### config.mk
export PLATFORM = sky130hd
export DESIGN_NAME = sleep_ctrl
export DESIGN_NICKNAME = d
export VERILOG_FILES = /design/src/rtl/sleep_ctrl.sv
export SDC_FILE = /design/constraint.sdc
export NUM_CORES = 1
export LEC_CHECK = 0
export CAP_MARGIN = 30
export CORE_MARGIN = 3
export CORE_UTILIZATION = 35
export CTS_CLUSTER_DIAMETER = 200
export DETAILED_ROUTE_END_ITERATION = 6
export GPL_TIMING_DRIVEN = 0
export PLACE_DENSITY = 0.66
export SLEW_MARGIN = 25
export SYNTH_ARGS = -nofsm -noshare
export SYNTH_HDL_FRONTEND = slang
export SYNTH_SLANG_ARGS = --single-unit
### constraint.sdc
create_clock -name clk_i -period 3.1 [get_ports clk_i]
set_input_delay 0.62 -clock clk_i [delete_from_list [all_inputs] [get_ports clk_i]]
set_output_delay 0.62 -clock clk_i [all_outputs]
set_load 0.01 [all_outputs]
### src/rtl/sleep_ctrl.sv
// Core sleep controller: drains the pipeline on WFI, requests clock gating
// while asleep, and sequences a fixed-length wake-up before fetch resumes.
// Moore FSM; stall/sleep outputs are decoded from the state register only.
module sleep_ctrl #(
   parameter int unsigned WAKE_CYCLES   = 4,    // 1..15
   parameter int unsigned DRAIN_TIMEOUT = 255   // 2..255
) (
   input  logic        clk_i,
   input  logic        rst_n,
   input  logic        wfi_req_i,
   input  logic        pipe_empty_i,
   input  logic        lsu_busy_i,
   input  logic        irq_pending_i,
   input  logic        debug_req_i,
   input  logic        clr_err_i,
   output logic        stall_fetch_o,
   output logic        core_sleep_o,
   output logic        wfi_ack_o,
   output logic [1:0]  state_o,
   output logic        timeout_err_o,
   output logic [15:0] sleep_cnt_o
);

   localparam logic [1:0] ST_RUN   = 2'd0;
   localparam logic [1:0] ST_DRAIN = 2'd1;
   localparam logic [1:0] ST_SLEEP = 2'd2;
   localparam logic [1:0] ST_WAKE  = 2'd3;

   // Last drain count value before the attempt is abandoned.
   localparam logic [7:0] DRAIN_LAST = 8'(DRAIN_TIMEOUT - 1);
   localparam logic [3:0] WAKE_LOAD  = 4'(WAKE_CYCLES);

   logic [1:0]  r_state;
   logic [7:0]  r_drain_cnt;
   logic [3:0]  r_wake_cnt;
   logic        r_qual;        // qualify was seen at the previous DRAIN edge
   logic        r_ack;
   logic        r_err;
   logic [15:0] r_sleep_cnt;

   logic        w_wake;
   logic        w_qualify;
   logic [1:0]  w_state_nxt;
   logic [7:0]  w_drain_nxt;
   logic [3:0]  w_wake_nxt;
   logic        w_qual_nxt;
   logic        w_ack_evt;
   logic        w_timeout;
   logic        w_sleep_entry;

   assign w_wake    = irq_pending_i | debug_req_i;
   assign w_qualify = pipe_empty_i & ~lsu_busy_i;

   // Next-state, counter and event decode for the sleep FSM.
   always_comb begin
      w_state_nxt   = r_state;
      w_drain_nxt   = r_drain_cnt;
      w_wake_nxt    = r_wake_cnt;
      w_qual_nxt    = r_qual;
      w_ack_evt     = 1'b0;
      w_timeout     = 1'b0;
      w_sleep_entry = 1'b0;
      case (r_state)
         ST_RUN: begin
            // Counters are held cleared so every DRAIN starts from zero.
            w_drain_nxt = 8'd0;
            w_wake_nxt  = 4'd0;
            w_qual_nxt  = 1'b0;
            if (wfi_req_i) begin
               if (w_wake) begin
                  // WFI with a wake source already pending behaves as a NOP.
                  w_ack_evt = 1'b1;
               end else begin
                  w_state_nxt = ST_DRAIN;
               end
            end else begin
               w_state_nxt = ST_RUN;
            end
         end
         ST_DRAIN: begin
            if (w_wake) begin
               w_state_nxt = ST_RUN;
               w_ack_evt   = 1'b1;
               w_drain_nxt = 8'd0;
               w_qual_nxt  = 1'b0;
            end else if (w_qualify && r_qual) begin
               w_state_nxt   = ST_SLEEP;
               w_sleep_entry = 1'b1;
               w_drain_nxt   = 8'd0;
               w_qual_nxt    = 1'b0;
            end else if (r_drain_cnt == DRAIN_LAST) begin
               w_state_nxt = ST_RUN;
               w_ack_evt   = 1'b1;
               w_timeout   = 1'b1;
               w_drain_nxt = 8'd0;
               w_qual_nxt  = 1'b0;
            end else begin
               w_drain_nxt = r_drain_cnt + 8'd1;
               w_qual_nxt  = w_qualify;
            end
         end
         ST_SLEEP: begin
            if (w_wake) begin
               w_state_nxt = ST_WAKE;
               w_wake_nxt  = WAKE_LOAD;
            end else begin
               w_state_nxt = ST_SLEEP;
            end
         end
         ST_WAKE: begin
            // Wake sources are deliberately not looked at here.
            if (r_wake_cnt <= 4'd1) begin
               w_state_nxt = ST_RUN;
               w_ack_evt   = 1'b1;
               w_wake_nxt  = 4'd0;
            end else begin
               w_wake_nxt = r_wake_cnt - 4'd1;
            end
         end
         default: begin
            w_state_nxt = ST_RUN;
            w_drain_nxt = 8'd0;
            w_wake_nxt  = 4'd0;
            w_qual_nxt  = 1'b0;
         end
      endcase
   end

   // State, counters, ack pulse, sticky error and sleep-entry counter.
   always_ff @(posedge clk_i) begin
      if (!rst_n) begin
         r_state     <= ST_RUN;
         r_drain_cnt <= 8'd0;
         r_wake_cnt  <= 4'd0;
         r_qual      <= 1'b0;
         r_ack       <= 1'b0;
         r_err       <= 1'b0;
         r_sleep_cnt <= 16'd0;
      end else begin
         r_state     <= w_state_nxt;
         r_drain_cnt <= w_drain_nxt;
         r_wake_cnt  <= w_wake_nxt;
         r_qual      <= w_qual_nxt;
         // Suppressing back-to-back events keeps the ack a single-cycle pulse.
         r_ack       <= w_ack_evt & ~r_ack;
         if (w_timeout) begin
            r_err <= 1'b1;
         end else if (clr_err_i) begin
            r_err <= 1'b0;
         end else begin
            r_err <= r_err;
         end
         if (w_sleep_entry && (r_sleep_cnt != 16'hFFFF)) begin
            r_sleep_cnt <= r_sleep_cnt + 16'd1;
         end
      end
   end

   assign state_o       = r_state;
   assign stall_fetch_o = (r_state != ST_RUN);
   assign core_sleep_o  = (r_state == ST_SLEEP);
   assign wfi_ack_o     = r_ack;
   assign timeout_err_o = r_err;
   assign sleep_cnt_o   = r_sleep_cnt;

endmodule

==> flow_metrics.py <==
metrics = {
    "outcome": {
        "status": "finished clean",
    },
    "critical_path": {
        "start_kind": "primary input",
        "cp.arrival_ns": 2.47,
        "rr_worst_depth": 7,
        "end_kind": "register",
        "r2r-end": "sleep_cnt_o[11]$_SDFFE_PN0P_",
        "cp_cell_sequence": "clkdlybuf4s50_1 > nor4b_4 > nand3_2 > a2111oi_1 > xor2_1 > and2_1",
        "cp_slowest_cell": "clkdlybuf4s50_1",
        "critPathCapture": "sleep_cnt_o[11]$_SDFFE_PN0P_",
        "cp.required_ns": 3.28,
        "crit_path_start": "debug_req_i",
        "slowest_delay_ns": 0.51,
        "path_class": "primary input to register",
        "reg2reg_slack_ns": 1.05,
        "worstPathMaxFanout": 5,
        "timing.rr.start": "sleep_cnt_o[0]$_SDFFE_PN0P_",
    },
    "final_layout": {
        "fin_util": 0.463,
        "antenna_cells": 0,
        "fin_area_sq_um": 2230,
        "final_common_cell": "dfxtp_1",
        "layout-drive-gt1-share": 0.0783,
        "layout_common_cells": "dfxtp_1 (33), clkdlybuf4s50_1 (29), and2_1 (16)",
        "final_cells": 297,
        "nNetsFinal": 243,
        "fillCellCount": 503,
        "area_growth_pct": 26.0,
    },
    "detailed_routing": {
        "drtAntennaViolNets": 0,
        "via_per_inst": 4.92,
        "routed_wl_um": 3690,
        "dr.pass1.iters": 4,
        "drtIter0Drc": 86,
        "drc_errors": 0,
        "vias": 1461,
        "wire_per_inst_um": 12.4,
    },
    "cts": {
        "post_cts_buffers": 0,
        "path_clk_slew_ns": 0.07,
        "cts_tree": "yes",
        "cts_repair_resize_count": 0,
        "cts_buffers": 5,
        "clkSinkCount": 33,
        "ctsHtreeMaxLevel": 2,
        "clk_latency_ns": 0.28,
        "cts_root_buf": "clkbuf_8",
        "cts_hold_buf": 0,
        "cts_max_path_buffers": 2,
    },
    "timing": {
        "setup-violations-final": 0,
        "fin_skew_ns": 0.00310,
        "setup_tns_ns": 0,
        "period_share": 0.740,
        "fmax_mhz": 436,
        "period_needed_ns": 2.29,
        "slew_headroom": 0.661,
        "hold_viol": 0,
        "setup_ws_ns": 0.807,
        "slew_viol_final": 0,
        "worst_pin_slew_ns": 0.505,
        "grt_setup_unrepaired": "no",
    },
    "pwr": {
        "ir_drop_v": 0.000235,
        "power_leakage_nw": 0.836,
        "power_density_nw_per_um2": 357,
    },
    "placed_design": {
        "dpl_worst_slack_ns": 0.532,
        "place_congestion": 0.759,
        "port_buffers": 29,
        "place_area_sq_um": 2150,
        "hpwl_um": 2690,
        "place_inst": 290,
    },
    "global_routing": {
        "overflow": 0,
        "grt_pass1_vias": 1321,
        "grt_pass1_wl_um": 6380,
        "track_usage": 0.132,
        "grt_max_degree": 11,
        "antenna_found_initial": 0,
    },
    "floorplan": {
        "top_level_ports": 30,
        "die_x_um": 77.1,
        "core_area_sq_um": 4820,
        "rows": 25,
        "die_area_sq_um": 5950,
        "die_h_um": 77.1,
        "initial_utilization": 0.368,
    },
    "synth": {
        "async_flop_share": 0,
        "synth_ff_type": "dfxtp_1",
        "synth_cell_types": 48,
        "syn_area_per_cell_sq_um": 9.13,
        "syn-num-nets": 207,
        "synth-edff-count": 0,
        "ys_warn_count": 0,
        "ys_ff_latch": 33,
        "synth_area_sq_um": 1770,
        "yosysSeqAreaShare": 0.373,
        "synthCells": 194,
    },
    "min_path": {
        "hold_path.class": "register to register",
    },
    "run": {
        "maxCapViolCount": 0,
    },
}
-- cells by family after synthesis --
kind of cell / count (synthesis) / synth area share
DFF: 33 / 0.373
adders and majority gates: 5 / 0.0353
muxes: 2 / 0.0113
AOI/OAI and AO/OA: 36 / 0.150
and+or+nand+nor: 87 / 0.307
xor gates and xnor gates: 19 / 0.0939
buffers and inverters: 12 / 0.0304
-- synth_stat cells, types with 4 or more instances --
cell type	count	area, sq um
inv_1	5	18.8
o21ai_0	4	20.0
nand2b_1	4	25.0
nor2_1	15	56.3
xnor2_1	11	96.3
nand4_1	5	31.3
nor2b_1	6	37.5
and3_1	6	37.5
and2_1	16	100
o211ai_1	6	45.0
nand2_1	10	37.5
xor2_1	8	70.1
nand3_1	7	35.0
a21oi_1	4	20.0
dfxtp_1	33	661
ha_1	5	62.6
clkbuf_1	5	18.8
-- critical path, delay by kind of cell --
kind	cells	cell delay, ns
buf+inv	1	0.51
simple gates	3	0.71
xor+xnor	1	0.11
compound gates	1	0.51
-- routing by layer --
| metal | up-vias | global-route usage | wire, um |
|---|---|---|---|
| met5 | - | 0 | 0 |
| met4 | 0 | 0.0534 | 59 |
| met3 | 7 | 0.0387 | 144 |
| met2 | 27 | 0.178 | 1550 |
| met1 | 665 | 0.194 | 1940 |
| li1 | 762 | - | - |
-- registers in the layout (all words and copies together) (netlist names), named ones only --
name / count
sleep_cnt_o: 16
r_drain_cnt: 8
r_wake_cnt: 4
r_qual: 1
state_o: 1
timeout_err_o: 1
wfi_ack_o: 1
-- area by class of cell --
cell class                 count  area, sq um  share of cell area
multi-input combinational    149         1060               0.474
timing repair buffer          29          290               0.130
clock buffer                   7         86.3              0.0387
tap                           67         83.8              0.0376
inverter                       5         18.8             0.00841
buffer                         7         35.0              0.0157
sequential                    33          661               0.296
-- power by group --
part           total [mW]  leakage, nW  switching [mW]  internal [mW]
registers           0.427        0.266        0.000983          0.426
clock network       0.327       0.0443           0.151          0.176
logic              0.0435        0.526          0.0208         0.0227
total               0.797        0.836           0.172          0.625
-- how the worst min path moves through the flow --
stage	startpoint	end	slack [ns]	depth (start not counted)
final	r_qual$_SDFFE_PN0P_	r_qual$_SDFFE_PN0P_	0.49	2
after global routing	r_qual$_SDFFE_PN0P_	r_qual$_SDFFE_PN0P_	0.53	2
after CTS	r_qual$_SDFFE_PN0P_	r_qual$_SDFFE_PN0P_	0.49	2
after detailed placement	r_qual$_SDFFE_PN0P_	r_qual$_SDFFE_PN0P_	0.48	2
after global placement	r_qual$_SDFFE_PN0P_	r_qual$_SDFFE_PN0P_	0.47	2
after floorplan	r_qual$_SDFFE_PN0P_	r_qual$_SDFFE_PN0P_	0.45	2
-- metrics by stage --
step / total power, mW / hold WS (ns)
finish: 0.797 / 0.489
global route: 0.839 / 0.531
CTS: 0.811 / 0.489
detailed placement: 0.480 / 0.481
global placement: 0.480 / 0.467
floorplan: 0.457 / 0.452
No activity file was read; power rests on OpenSTA's default activity.
